$ cat config.mk
export PLATFORM = sky130hd
export DESIGN_NAME = instr_decode_stage
export DESIGN_NICKNAME = d
export VERILOG_FILES = /design/src/rtl/instr_decode_stage_pkg.sv /design/src/rtl/instr_decode_stage_rv_decode_comb.sv /design/src/rtl/instr_decode_stage.sv
export SDC_FILE = /design/constraint.sdc
export NUM_CORES = 1
export LEC_CHECK = 0
export CORE_UTILIZATION = 49
export CTS_BUF_LIST = sky130_fd_sc_hd__clkbuf_16
export CTS_CLUSTER_DIAMETER = 100
export DETAILED_ROUTE_END_ITERATION = 8
export PLACE_DENSITY = 0.82
export SLEW_MARGIN = 20
export SYNTH_ARGS = -nofsm -noshare
export SYNTH_HDL_FRONTEND = slang
export SYNTH_HIERARCHICAL = 1
export SYNTH_SLANG_ARGS = --single-unit
$ cat constraint.sdc
create_clock -name clk -period 1.7 [get_ports clk]
set_input_delay 0.255 -clock clk [delete_from_list [all_inputs] [get_ports clk]]
set_output_delay 0.255 -clock clk [all_outputs]
set_load 0.005 [all_outputs]
$ cat src/rtl/instr_decode_stage_pkg.sv
// ============================================================================
// Module : instr_decode_stage_pkg
// Brief  : Op codes, RV32I/M encoding constants, instruction formats and
//          the per-entry flag bundle shared by the decode stage.
// Rev    : 1.0  initial release
// ============================================================================
`default_nettype none

package instr_decode_stage_pkg;

  // Internal op codes; OP_ILLEGAL must stay 0 so a cleared entry reads illegal-free zero.
  localparam logic [5:0] OP_ILLEGAL = 6'd0,
    OP_LUI  = 6'd1,  OP_AUIPC = 6'd2,  OP_JAL  = 6'd3,  OP_JALR  = 6'd4,
    OP_BEQ  = 6'd5,  OP_BNE   = 6'd6,  OP_BLT  = 6'd7,  OP_BGE   = 6'd8,
    OP_BLTU = 6'd9,  OP_BGEU  = 6'd10,
    OP_LB   = 6'd11, OP_LH    = 6'd12, OP_LW   = 6'd13, OP_LBU   = 6'd14, OP_LHU = 6'd15,
    OP_SB   = 6'd16, OP_SH    = 6'd17, OP_SW   = 6'd18,
    OP_ADDI = 6'd19, OP_SLTI  = 6'd20, OP_SLTIU = 6'd21, OP_XORI = 6'd22,
    OP_ORI  = 6'd23, OP_ANDI  = 6'd24, OP_SLLI = 6'd25, OP_SRLI  = 6'd26, OP_SRAI = 6'd27,
    OP_ADD  = 6'd28, OP_SUB   = 6'd29, OP_SLL  = 6'd30, OP_SLT   = 6'd31,
    OP_SLTU = 6'd32, OP_XOR   = 6'd33, OP_SRL  = 6'd34, OP_SRA   = 6'd35,
    OP_OR   = 6'd36, OP_AND   = 6'd37,
    OP_FENCE = 6'd38, OP_ECALL = 6'd39, OP_EBREAK = 6'd40,
    OP_MUL  = 6'd41, OP_MULH  = 6'd42, OP_MULHSU = 6'd43, OP_MULHU = 6'd44,
    OP_DIV  = 6'd45, OP_DIVU  = 6'd46, OP_REM  = 6'd47, OP_REMU  = 6'd48;

  // Major opcodes (instr[6:0])
  localparam logic [6:0] OPC_LUI    = 7'b0110111, OPC_AUIPC  = 7'b0010111,
                         OPC_JAL    = 7'b1101111, OPC_JALR   = 7'b1100111,
                         OPC_BRANCH = 7'b1100011, OPC_LOAD   = 7'b0000011,
                         OPC_STORE  = 7'b0100011, OPC_OPIMM  = 7'b0010011,
                         OPC_OP     = 7'b0110011, OPC_MISC   = 7'b0001111,
                         OPC_SYSTEM = 7'b1110011;

  localparam logic [6:0] F7_BASE = 7'b0000000, F7_ALT = 7'b0100000, F7_MULDIV = 7'b0000001;

  typedef enum logic [2:0] {
    FMT_NONE, FMT_R, FMT_I, FMT_S, FMT_B, FMT_U, FMT_J, FMT_SH
  } fmt_e;

  // Register/immediate usage flags carried alongside op, imm and pc.
  typedef struct packed {
    logic       rs1_v;
    logic [4:0] rs1;
    logic       rs2_v;
    logic [4:0] rs2;
    logic       rd_v;
    logic [4:0] rd;
    logic       imm_v;
    logic       illegal;
  } dec_flags_t;

  // 32-bit sign-extended immediate for the fixed-layout formats (shift-imm handled by caller).
  function automatic logic [31:0] fmt_imm(fmt_e f, logic [31:0] w);
    logic [31:0] imm;
    imm = 32'd0;
    case (f)
      FMT_I:   imm = {{20{w[31]}}, w[31:20]};
      FMT_S:   imm = {{20{w[31]}}, w[31:25], w[11:7]};
      FMT_B:   imm = {{19{w[31]}}, w[31], w[7], w[30:25], w[11:8], 1'b0};
      FMT_U:   imm = {w[31:12], 12'd0};
      FMT_J:   imm = {{11{w[31]}}, w[31], w[19:12], w[20], w[30:21], 1'b0};
      default: imm = 32'd0;
    endcase
    return imm;
  endfunction

endpackage

`default_nettype wire

$ cat src/rtl/instr_decode_stage_rv_decode_comb.sv
// ============================================================================
// Module : rv_decode_comb
// Brief  : Purely combinational RV32I(+M) decoder: instruction word to op,
//          register usage, immediate and illegal flag.
// Rev    : 1.0  initial release
// ============================================================================
`default_nettype none

module rv_decode_comb
  import instr_decode_stage_pkg::*;
#(
  parameter int XLEN = 32,
  parameter int OP_W = 6,
  parameter int EN_M = 0
) (
  input  logic [31:0]     instr_i,
  output logic [OP_W-1:0] op_o,
  output dec_flags_t      flags_o,
  output logic [XLEN-1:0] imm_o
);

  logic [6:0]  w_opc;
  logic [2:0]  w_f3;
  logic [6:0]  w_f7;
  logic        w_sh_log;
  logic        w_sh_ari;
  logic [31:0] w_shamt;
  logic [5:0]  w_op;
  fmt_e        w_fmt;
  logic [31:0] w_imm32;
  logic        w_use_rs1;
  logic        w_use_rs2;
  logic        w_use_rd;

  assign w_opc = instr_i[6:0];
  assign w_f3  = instr_i[14:12];
  assign w_f7  = instr_i[31:25];

  // RV64 shifts carry a 6-bit shamt, so the funct field above it shrinks by one bit.
  assign w_sh_log = (XLEN == 64) ? (instr_i[31:26] == 6'b000000) : (w_f7 == F7_BASE);
  assign w_sh_ari = (XLEN == 64) ? (instr_i[31:26] == 6'b010000) : (w_f7 == F7_ALT);
  assign w_shamt  = (XLEN == 64) ? {26'd0, instr_i[25:20]} : {27'd0, instr_i[24:20]};

  // Opcode/funct lookup; anything unmatched (incl. RV64-only OP-IMM-32/OP-32) stays illegal.
  always_comb begin
    w_op  = OP_ILLEGAL;
    w_fmt = FMT_NONE;
    case (w_opc)
      OPC_LUI:   begin w_op = OP_LUI;   w_fmt = FMT_U; end
      OPC_AUIPC: begin w_op = OP_AUIPC; w_fmt = FMT_U; end
      OPC_JAL:   begin w_op = OP_JAL;   w_fmt = FMT_J; end
      OPC_JALR:  if (w_f3 == 3'd0) begin w_op = OP_JALR; w_fmt = FMT_I; end
      OPC_BRANCH: begin
        w_fmt = FMT_B;
        case (w_f3)
          3'd0: w_op = OP_BEQ;
          3'd1: w_op = OP_BNE;
          3'd4: w_op = OP_BLT;
          3'd5: w_op = OP_BGE;
          3'd6: w_op = OP_BLTU;
          3'd7: w_op = OP_BGEU;
          default: w_fmt = FMT_NONE;
        endcase
      end
      OPC_LOAD: begin
        w_fmt = FMT_I;
        case (w_f3)
          3'd0: w_op = OP_LB;
          3'd1: w_op = OP_LH;
          3'd2: w_op = OP_LW;
          3'd4: w_op = OP_LBU;
          3'd5: w_op = OP_LHU;
          default: w_fmt = FMT_NONE;
        endcase
      end
      OPC_STORE: begin
        w_fmt = FMT_S;
        case (w_f3)
          3'd0: w_op = OP_SB;
          3'd1: w_op = OP_SH;
          3'd2: w_op = OP_SW;
          default: w_fmt = FMT_NONE;
        endcase
      end
      OPC_OPIMM: begin
        w_fmt = FMT_I;
        case (w_f3)
          3'd0: w_op = OP_ADDI;
          3'd2: w_op = OP_SLTI;
          3'd3: w_op = OP_SLTIU;
          3'd4: w_op = OP_XORI;
          3'd6: w_op = OP_ORI;
          3'd7: w_op = OP_ANDI;
          3'd1: begin
            w_fmt = w_sh_log ? FMT_SH : FMT_NONE;
            if (w_sh_log) w_op = OP_SLLI;
          end
          default: begin
            w_fmt = (w_sh_log || w_sh_ari) ? FMT_SH : FMT_NONE;
            if (w_sh_log)      w_op = OP_SRLI;
            else if (w_sh_ari) w_op = OP_SRAI;
          end
        endcase
      end
      OPC_OP: begin
        w_fmt = FMT_R;
        if (w_f7 == F7_BASE) begin
          case (w_f3)
            3'd0: w_op = OP_ADD;
            3'd1: w_op = OP_SLL;
            3'd2: w_op = OP_SLT;
            3'd3: w_op = OP_SLTU;
            3'd4: w_op = OP_XOR;
            3'd5: w_op = OP_SRL;
            3'd6: w_op = OP_OR;
            default: w_op = OP_AND;
          endcase
        end else if (w_f7 == F7_ALT && w_f3 == 3'd0) begin
          w_op = OP_SUB;
        end else if (w_f7 == F7_ALT && w_f3 == 3'd5) begin
          w_op = OP_SRA;
        end else if (w_f7 == F7_MULDIV && EN_M != 0) begin
          w_op = OP_MUL + {3'd0, w_f3};
        end else begin
          w_fmt = FMT_NONE;
        end
      end
      OPC_MISC:  if (w_f3 == 3'd0) w_op = OP_FENCE;
      OPC_SYSTEM: begin
        if (instr_i == 32'h0000_0073)      w_op = OP_ECALL;
        else if (instr_i == 32'h0010_0073) w_op = OP_EBREAK;
      end
      default: w_op = OP_ILLEGAL;
    endcase
  end

  assign w_use_rs1 = (w_fmt == FMT_R) || (w_fmt == FMT_I) || (w_fmt == FMT_S) ||
                     (w_fmt == FMT_B) || (w_fmt == FMT_SH);
  assign w_use_rs2 = (w_fmt == FMT_R) || (w_fmt == FMT_S) || (w_fmt == FMT_B);
  assign w_use_rd  = (w_fmt == FMT_R) || (w_fmt == FMT_I) || (w_fmt == FMT_U) ||
                     (w_fmt == FMT_J) || (w_fmt == FMT_SH);
  assign w_imm32   = (w_fmt == FMT_SH) ? w_shamt : fmt_imm(w_fmt, instr_i);

  assign op_o            = OP_W'(w_op);
  assign flags_o.rs1_v   = w_use_rs1;
  assign flags_o.rs1     = w_use_rs1 ? instr_i[19:15] : 5'd0;
  assign flags_o.rs2_v   = w_use_rs2;
  assign flags_o.rs2     = w_use_rs2 ? instr_i[24:20] : 5'd0;
  assign flags_o.rd      = w_use_rd ? instr_i[11:7] : 5'd0;
  assign flags_o.rd_v    = w_use_rd && (instr_i[11:7] != 5'd0);
  assign flags_o.imm_v   = (w_fmt != FMT_NONE) && (w_fmt != FMT_R);
  assign flags_o.illegal = (w_op == OP_ILLEGAL);
  assign imm_o           = XLEN'($signed(w_imm32));

endmodule

`default_nettype wire

$ cat src/rtl/instr_decode_stage.sv
// ============================================================================
// Module : instr_decode_stage
// Brief  : Registered decode stage with valid/ready handshake, two-entry
//          skid buffering (main + skid) and synchronous flush.
// Rev    : 1.0  initial release
// ============================================================================
`default_nettype none

module instr_decode_stage
  import instr_decode_stage_pkg::*;
#(
  parameter int XLEN = 32,
  parameter int OP_W = 6,
  parameter int EN_M = 0
) (
  input  logic            clk,
  input  logic            rst_n,
  input  logic            flush,
  input  logic            in_valid,
  output logic            in_ready,
  input  logic [31:0]     in_instr,
  input  logic [XLEN-1:0] in_pc,
  output logic            out_valid,
  input  logic            out_ready,
  output logic [OP_W-1:0] out_op,
  output logic            out_rs1_v,
  output logic [4:0]      out_rs1,
  output logic            out_rs2_v,
  output logic [4:0]      out_rs2,
  output logic            out_rd_v,
  output logic [4:0]      out_rd,
  output logic            out_imm_v,
  output logic [XLEN-1:0] out_imm,
  output logic [XLEN-1:0] out_pc,
  output logic            out_illegal
);

  localparam int ENT_W = OP_W + $bits(dec_flags_t) + 2 * XLEN;

  localparam logic [1:0] ST_EMPTY = 2'd0,
                         ST_ONE   = 2'd1,
                         ST_TWO   = 2'd2;

  logic [OP_W-1:0]  w_dec_op;
  dec_flags_t       w_dec_flags;
  logic [XLEN-1:0]  w_dec_imm;
  logic [ENT_W-1:0] w_new;
  logic             w_accept;
  logic             w_pop;
  dec_flags_t       w_main_flags;

  logic [1:0]       state_q, state_d;
  logic [ENT_W-1:0] main_q, main_d;
  logic [ENT_W-1:0] skid_q, skid_d;

  rv_decode_comb #(
    .XLEN (XLEN),
    .OP_W (OP_W),
    .EN_M (EN_M)
  ) u_dec (
    .instr_i (in_instr),
    .op_o    (w_dec_op),
    .flags_o (w_dec_flags),
    .imm_o   (w_dec_imm)
  );

  assign w_new     = {w_dec_op, w_dec_flags, w_dec_imm, in_pc};
  // Handshake flags come straight from state so in_ready never sees out_ready.
  assign in_ready  = (state_q != ST_TWO);
  assign out_valid = (state_q != ST_EMPTY);
  assign w_accept  = in_valid && in_ready;
  assign w_pop     = out_valid && out_ready;

  // Next occupancy and entry contents; flush overrides any concurrent accept.
  always_comb begin
    state_d = state_q;
    main_d  = main_q;
    skid_d  = skid_q;
    if (flush) begin
      state_d = ST_EMPTY;
    end else begin
      case (state_q)
        ST_EMPTY: if (w_accept) begin
          main_d  = w_new;
          state_d = ST_ONE;
        end
        ST_ONE: begin
          if (w_accept && !w_pop) begin
            skid_d  = w_new;
            state_d = ST_TWO;
          end else if (w_accept && w_pop) begin
            main_d  = w_new;
          end else if (w_pop) begin
            state_d = ST_EMPTY;
          end
        end
        ST_TWO: if (w_pop) begin
          main_d  = skid_q;
          state_d = ST_ONE;
        end
        default: state_d = ST_EMPTY;
      endcase
    end
  end

  // State and entry registers; reset clears both entries immediately.
  always_ff @(posedge clk or negedge rst_n) begin
    if (!rst_n) begin
      state_q <= ST_EMPTY;
      main_q  <= '0;
      skid_q  <= '0;
    end else begin
      state_q <= state_d;
      main_q  <= main_d;
      skid_q  <= skid_d;
    end
  end

  assign {out_op, w_main_flags, out_imm, out_pc} = main_q;
  assign out_rs1_v   = w_main_flags.rs1_v;
  assign out_rs1     = w_main_flags.rs1;
  assign out_rs2_v   = w_main_flags.rs2_v;
  assign out_rs2     = w_main_flags.rs2;
  assign out_rd_v    = w_main_flags.rd_v;
  assign out_rd      = w_main_flags.rd;
  assign out_imm_v   = w_main_flags.imm_v;
  assign out_illegal = w_main_flags.illegal;

endmodule

`default_nettype wire

; Yosys cells after proc, flatten, opt, wreduce, memory -nomap -nowiden
; Cells that the tools add are included.
; Widths: inputs -> output; s select.
[op_classes]
n_eq_ne = 40
mux = 44
bitwise_logic = 1
reduce_logical = 35
[ops]
columns = operator, n
row1 = $mux 90, 4
row2 = $pmux 90 s3, 1
row3 = $pmux 32 s5, 1
row4 = $pmux 6 s7, 2
row5 = $pmux 6 s11, 1
row6 = $mux 6, 7
row7 = $eq 32x21->1 const B, 1
row8 = $eq 32x7->1 const B, 1
row9 = $mux 32, 1
row10 = $eq 7x6->1 const B, 4
row11 = $eq 7x7->1 const B, 4
row12 = $mux 5, 5
row13 = $eq 3x3->1 const B, 8
row14 = $pmux 3 s8, 1
row15 = $pmux 4 s6, 1
row16 = $pmux 4 s5, 1
row17 = $mux 2, 9
row18 = $mux 3, 6
row19 = $pmux 5 s3, 1
row20 = $eq 7x5->1 const B, 2
row21 = $eq 3x2->1 const B, 4
row22 = $reduce_or 6->1, 2
row23 = $logic_or 1x1->1, 10
row24 = $ne 2x2->1 const B, 5
row25 = 27 further kinds, 38
[totals]
regBits = 182
input_bits = 69

; Longest topological paths before layout
; Gate-level depths: netlist of run 1.
[logic_depth]
depth_word = 15
ltp_mapped = 16
ltp_nobuf = 13

; Cells and area by module
; The synthesis of run 1 kept the hierarchy.
[by_module_without_submodules]
columns = module, instances, cells_each, area_per_inst_um2, seq_area_each_um2
row1 = instr_decode_stage, 1, 497, 7997.7, 4554.4
row2 = rv_decode_comb, 1, 237, 1525.2, 0.0

; Least setup slack after synthesis of run 1
; OpenSTA, ideal clock, no wires.
[synth_path]
kind = input-to-reg
startpoint = input in_instr[25]
endpoint = register main_q[78]
t_arrival_ps = 3488
t_required_ps = 1575
path_slack_ps = -1912
path_stages = 14
n_path_buf = 2
cell_sequence = nor4_4 -> and4_1 -> o21ai_0 -> a31o_1 -> a31o_2 -> ha_1 -> clkbuf_1 -> or2_2 -> buf_1 -> or3_1 -> a21o_1 -> and2_1 -> mux2_2 -> mux2_2
[synth_rtl]
columns = item, line
row1 = start: declaration, instr_decode_stage.sv:21  ; input logic [31:0] in_instr,
row2 = end signal: assignment, instr_decode_stage.sv:114  ; main_q <= main_d;
row3 = end: declaration, instr_decode_stage.sv:53  ; logic [ENT_W-1:0] main_q, main_d;

==> results.md, run 1 <==
- Synth top area cells: dfrtp_1 48%, mux2_2 31%, buf_6 2.0%
- Worst Tran Pin Value: 0.457 ns
- Crit-path max FO: 6
- Outcome: finished with violations
- CP endpoint kind: register
- Antenna-violating nets left: 0
- Die Y: 141 µm
- Nets@finish: 1,153
- Port Buffer Count: 160
- Post-Syn Area: 0.00952 mm²
- Pint: 8.57 mW
- Multi-input logic area: 0.00604 mm²
- Relative max-transition margin: 69.3%
- # H-tree levels: 4
- Place WS: -2.02 ns
- Largest net degree at the start of global routing: 54
- Switching Power: 3.24 mW
- CP max stage delay: 0.39 ns
- Worst setup path start: in_instr[28]
- Post-route minimum period: 3.00 ns
- Critical Path RT: 2.02 ns
- Share of cells above drive strength 1: 60.5%
- Hold Path Class: in2async
- Most common cell in the netlist: mux2_2
- Layout area overhead: 63.2%
- Yosys warnings: 6
- Seq/Total Area, Yosys: 47.8%
- Clk pin slew, worst setup/hold paths: 0.07 ns
- TritonCTS clock tree: built
- Synth Register Bits: 182
- EDFF count, synth: 0
- Synth unique cells: 66
- Worst setup SP type: input pin
- Worst-Skew Late Latency: 0.44 ns
- GP Congestion: 0.914
- Die W: 141 µm
- CP Class: in2reg
- Max-Cap Viols: 0
- Mapped Avg Cell Area: 13.0 µm²
- Num ports: 161
- Wirelength per Cell: 25.8 µm
- Vias per cell: 5.97
- Violated checks: setup timing
- Core box area: 0.0189 mm²
- Root Buffer: clkbuf_16
- WL final: 35,000 µm
- Initial antenna violation count: 0
- Total die area: 0.0200 mm²
- Crit-path cells: buf_8 -> nor4_4 -> buf_4 -> nand4_4 -> nor2_4 -> a41oi_2 -> a31o_4 -> ha_4 -> or2_4 -> or3_1 -> a21o_1 -> and2_4 -> mux2_2 -> mux2_4
- Share of power burned in registers: 43.3%
- Comb pwr share: 22.6%
- VDD IR-drop max: 746 µV
- Worst hold slack: 0.307 ns
- Total GRT Usage: 30.3%
- DR DRC count: 0
- Fmax: 333 MHz
- Cells after synthesis: 734
- Sw frac: 27.4%
- Initial Util: 50.4%
- Vias in the first global route: 8,257
- Max Slew Vio Count: 0
- Post-synth top cells: 260 x mux2_2, 182 x dfrtp_1, 21 x nor2_1
- Reg area: 0.00455 mm²
- Worst-path cell with the longest stage delay: nor4_4
- Dpl hpwl: 17,500 µm
- Fillers: 943
- Final setup fails: 181
- Clock Skew: 0.0127 ns
- LEAKAGE: 7.19 nW
- Via count: 8,077
- Drt first pass iters: 5
- Hold Vio Cnt, Final: 0
- Final period util: 177%
- Longest Clk Path Bufs: 2
- Drt first-iter violations: 569
- Clk sinks: 182
- First-pass GRT wire length: 46,100 µm
- Pwr per Cell Area: 759 mW/mm²
- Unrepaired setup endpoints after global routing: yes
- Yosys top cell area share: 47.8%
- Total CTS buffers: 17
- Clock network fraction of design power: 34.1%
- Grt ovf: 0
- Site Rows: 50
- Synth Flop Type: dfrtp_1
- Setup ws final: -1.30 ns
- Crit path DAT: 3.32 ns
- Yosys top cell by area: dfrtp_1
- Syn_nets: 807
- Reg2reg path depth: 8
- Post-synth ARST share: 100%
- Reg2Reg Launch Point: state_q[1]
-- layer usage --
layer  up-vias  track usage [%]  share of wire, %
met4         0             12.8               4.1
li1       3383                -                 -
met2       414             52.1                50
met5         -                0                 0
met1      4169             37.8                40
met3       111             5.40               5.9
-- layout by cell type, fill, tap and decap left out, types with 6 or more instances in the layout --
master | synthesis | layout
nor2b_4 | 0 | 9
nand2_1 | 19 | 12
clkbuf_16 | 0 | 26
buf_4 | 10 | 127
mux2_2 | 260 | 96
nor2_4 | 0 | 11
clkdlybuf4s50_1 | 0 | 130
buf_2 | 10 | 7
dlygate4sd2_1 | 0 | 7
a21o_1 | 12 | 12
o21a_1 | 10 | 10
dfrtp_1 | 182 | 182
inv_1 | 11 | 10
mux2_4 | 10 | 174
buf_8 | 0 | 18
and2_4 | 0 | 11
and3_1 | 12 | 6
nor2_1 | 21 | 6
buf_6 | 17 | 42
mux2i_1 | 6 | 6
buf_16 | 0 | 6
buf_12 | 0 | 20
-- sequential cells by signal, indices dropped and copies added, names as in the netlist --
name,cells
main_q,90
skid_q,90
state_q,2
-- power groups by stage --
stage	registers (mW)	clock network, mW	logic [mW]
floorplan	5.08	0	0.850
global placement	5.09	0	1.88
detailed placement	5.12	0	1.92
CTS	5.05	4.03	2.28
global route	5.14	4.24	2.78
finish	5.12	4.03	2.66
-- area by class of cell --
type | instances | area share [%]
Multi-Input combinational cell | 492 | 38.8
Sequential cell | 182 | 29.3
Timing Repair Buffer | 373 | 25.5
Clock buffer | 17 | 2.74
Tap cell | 260 | 2.09
Clock inverter | 15 | 1.05
Inverter | 14 | 0.435
Antenna cell | 1 | 0.0161
-- stage by stage --
stage | TNS, ns | area (µm²) | util, % | cells | power, mW
2_1_floorplan | -125.78 | 9690 | - | 734 | 5.93
3_3_place_gp | -206.25 | 12400 | 65.8 | 1239 | 6.97
3_5_place_dp | -215.89 | 12400 | 65.8 | 1239 | 7.04
4_1_cts | -106.19 | 14500 | 77.0 | 1325 | 11.4
5_1_grt | -119.91 | 15500 | 82.3 | 1353 | 12.2
6_report | -116.82 | 15500 | 82.3 | 1354 | 11.8
-- kinds of logic (layout without fill, tap and decap cells) --
kind of cell,Yosys count,in the layout,share of synthesized area [%]
simple gates,126,126,7.76
mux,276,276,33.0
compound gates,83,84,6.48
flops,182,182,47.8
other cells,0,1,0
buf+inv,61,419,4.27
fa+ha+maj,4,4,0.526
xor+xnor,2,2,0.184
-- critical path: cells and delay by family --
kind	cells	cell delay [ns]
AO/OA/AOI/OAI	3	0.69
adder cells (fa/ha/maj)	1	0.16
buffers and inverters	2	0.32
multiplexers	2	0.56
AND/OR/NAND/NOR	6	1.34
-- repair_timing --
action                                 in CTS  in global routing
gates resized for setup                   327                169
setup endpoints to repair                 132                182
pin swaps                                  55                 50
hold buffers                                1                  0
cloned                                     10                 13
endpoints found under the hold margin      36                  0
buffers inserted                           45                 29
-- path summary, 6_finish.rpt --
path | to | slack [ns]
setup reg to reg | skid_q[41] | -0.27
max in group asynchronous | skid_q[88] | 0.75
hold / removal | main_q[54] | 0.31
setup / recovery | main_q[78] | -1.30
hold reg to reg | skid_q[37] | 0.51
min in group clk | skid_q[57] | 0.31
Note: power is estimated with default switching activity, not from simulation.
==> run 2, diff against run 1 <==
GPL_ROUTABILITY_DRIVEN = 0   (was not set)
==> run 2 against run 1 <==
The run still ends with setup timing left; flip-flop and latch count unchanged; worst setup slack worse by 0.016 ns; cell count is 1.3% lower; non-clock buffer count is 16 lower; clock power fell by 5%; register-to-register slack worse by 0.06 ns; largest cell class unchanged.
==> results.md, run 2 (synthesized netlist as in run 1, its figures left out) <==
- Relative max-transition margin: 70.0% (+0.72 points)
- Crit path DAT: 3.34 ns (+0.02 ns)
- Final Instance Area: 0.0151 mm² (-3.1%)
- Vias in the first global route: 8,306 (+0.59%)
- Switching Power: 3.10 mW (-4.3%)
- WL final: 31,700 µm (-9.6%)
- Most used cell, CP: mux2_4
- Share of cells above drive strength 1: 58.9% (-1.6 points)
- Commonest non-fill, non-tap cells in the layout: 181 x dfrtp_1, 149 x mux2_4, 132 x clkdlybuf4s50_1
- LEAKAGE: 6.92 nW (-3.7%)
- Longest Clk Path Bufs: 2 (unchanged)
- Initial antenna violation count: 0 (unchanged)
- Most common cell after layout, fill and taps aside: dfrtp_1
- Core box area: 0.0189 mm² (unchanged)
- Fmax: 331 MHz (-0.52%)
- Grt ovf: 0 (unchanged)
- Clk sinks: 182 (unchanged)
- Wirelength per Cell: 23.7 µm (-8.4%)
- DR DRC count: 0 (unchanged)
- Pwr per Cell Area: 760 mW/mm² (about the same)
- Share of power burned in registers: 44.4% (+1.1 points)
- Root Buffer: clkbuf_16
- Reg area: 0.00456 mm² (about the same)
- Total CTS buffers: 17 (unchanged)
- Antenna-violating nets left: 0 (unchanged)
- Fillers: 1,005 (+6.6%)
- Pint: 8.34 mW (-2.6%)
- Num ports: 161 (unchanged)
- Unrepaired setup endpoints after global routing: yes
- Setup ws final: -1.32 ns (-0.0156 ns)
- Site Rows: 50 (unchanged)
- VDD IR-drop max: 716 µV (-4.1%)
- Hold Path Class: in2async
- Worst Tran Pin Value: 0.450 ns (-0.00731 ns)
- Worst-Skew Late Latency: 0.44 ns (about the same)
- Vias per cell: 5.88 (-1.3%)
- Final setup fails: 181 (unchanged)
- Hold Vio Cnt, Final: 0 (unchanged)
- Die W: 141 µm (unchanged)
- Initial Util: 50.4% (unchanged)
- TritonCTS clock tree: built
- Post-route minimum period: 3.02 ns (+0.0156 ns)
- Violated checks: setup timing
- Drt first-iter violations: 553 (-2.8%)
- Max Slew Vio Count: 0 (unchanged)
- Worst setup SP type: input pin
- Family with the most delay on the worst path: simple AND/OR/NAND/NOR gates
- Clock Skew: 0.00765 ns (-0.00502 ns)
- Placed Area: 0.0124 mm² (-0.64%)
- First-pass GRT wire length: 45,400 µm (-1.5%)
- Comb pwr share: 22.1% (-0.5 points)
- Multi-input logic area: 0.00592 mm² (-1.9%)
- Worst-path cell with the longest stage delay: nor4_4
- Layout area overhead: 58.2%
- CP max stage delay: 0.41 ns (+0.02 ns)
- Antenna diode count: 0 (-1)
- Crit-path max FO: 6 (unchanged)
- Nets@finish: 1,137 (-1.4%)
- Max-Cap Viols: 0 (unchanged)
- # H-tree levels: 4 (unchanged)
- Outcome: finished with violations
- CP Buf/Inv Count: 1 (-1)
- Final period util: 178% (+0.92 points)
- Drt first pass iters: 6 (+1)
- Top flop regs: main_q: 90 flops, skid_q: 90 flops, state_q: 2 flops
- Total die area: 0.0200 mm² (unchanged)
- CP endpoint kind: register
- Largest net degree at the start of global routing: 47 (-13%)
- Total GRT Usage: 29.7% (-0.66 points)
- Dpl hpwl: 16,400 µm (-5.9%)
- Worst hold slack: 0.322 ns (+0.0147 ns)
- TNS Setup: -121.81 ns (-4.99 ns)
- Sw frac: 27.1% (-0.36 points)
- Critical Path RT: 2.02 ns (about the same)
- Clock network fraction of design power: 33.5% (-0.6 points)
- CP Class: in2reg
- Port Buffer Count: 160 (unchanged)
- Via count: 7,868 (-2.6%)
- Die Y: 141 µm (unchanged)
- Crit-path cells: buf_8 -> nor4_4 -> and4_1 -> o21ai_1 -> a31o_1 -> a31o_4 -> ha_4 -> or2_4 -> or3_4 -> a21o_4 -> and2_4 -> mux2_4 -> mux2_4
- Clk pin slew, worst setup/hold paths: 0.07 ns (about the same)
## run 2: cell types whose count changed in the layout (fill, tap and decap cells not counted), sizes merged
cell / previous run / this run
buf: 220 / 200
bufbuf: 0 / 1
bufinv: 1 / 0
clkbuf: 27 / 25
clkdlybuf4s15: 2 / 1
clkdlybuf4s50: 130 / 132
clkinv: 8 / 6
diode: 1 / 0
dlygate4sd2: 7 / 14
dlymetal6s2s: 3 / 0
inv: 20 / 23
## run 2: path summary, 6_finish.rpt
kind	from	to	slack [ns]	cells past startpoint
hold reg to reg	skid_q[6]	skid_q[6]	0.51	1
min in group clk	in_instr[29]	skid_q[61]	0.33	4
hold / removal	rst_n	state_q[1]	0.32	2
setup reg to reg	state_q[1]	main_q[65]	-0.33	9
max in group asynchronous	rst_n	main_q[83]	0.76	3
setup / recovery	in_instr[26]	main_q[80]	-1.32	13
## run 2: final cells by class
type	count	share of cell area (%)
clock inverters	15	0.881
repair buffers	357	24.2
flip-flops and latches	182	30.2
multi-input cells	492	39.3
clock buffers	17	2.82
well taps	260	2.16
inverters	14	0.399
## run 2: routing by layer
layer	GRT usage (%)	routed length (µm)	vias to the layer above
li1	-	-	3349
met1	36.8	12700	3998
met2	49.7	15500	382
met3	6.11	1930	139
met4	14.1	1480	0
met5	0	0	-
## run 2: repair_timing
| action | 4_1_cts | 5_1_grt |
|---|---|---|
| cloned | 7 | 6 |
| endpoints found under the setup margin | 125 | 182 |
| pin swaps | 66 | 30 |
| endpoints found under the hold margin | 41 | 0 |
| hold buffers | 1 | 0 |
| gates resized for setup | 291 | 132 |
| buffers inserted | 48 | 29 |
## run 2: stage by stage
| step | std cells | util [%] | total power, mW | setup WS (ns) |
|---|---|---|---|---|
| 6_report | 1337 | 79.7 | 11.4 | -1.32 |
| 5_1_grt | 1337 | 79.7 | 11.9 | -1.31 |
| 4_1_cts | 1314 | 75.9 | 11.1 | -1.20 |
| 3_5_place_dp | 1230 | 65.4 | 7.01 | -1.99 |
| 3_3_place_gp | 1230 | 65.4 | 6.93 | -1.91 |
| 2_1_floorplan | 734 | - | 5.93 | -1.69 |
## run 2: power groups by stage
stage                     logic [mW]  clock network (mW)  registers, mW
after floorplan                0.850                   0           5.08
after global placement          1.85                   0           5.09
after detailed placement        1.89                   0           5.12
after CTS                       2.21                3.86           5.05
after global routing            2.66                4.06           5.13
final                           2.53                3.83           5.08
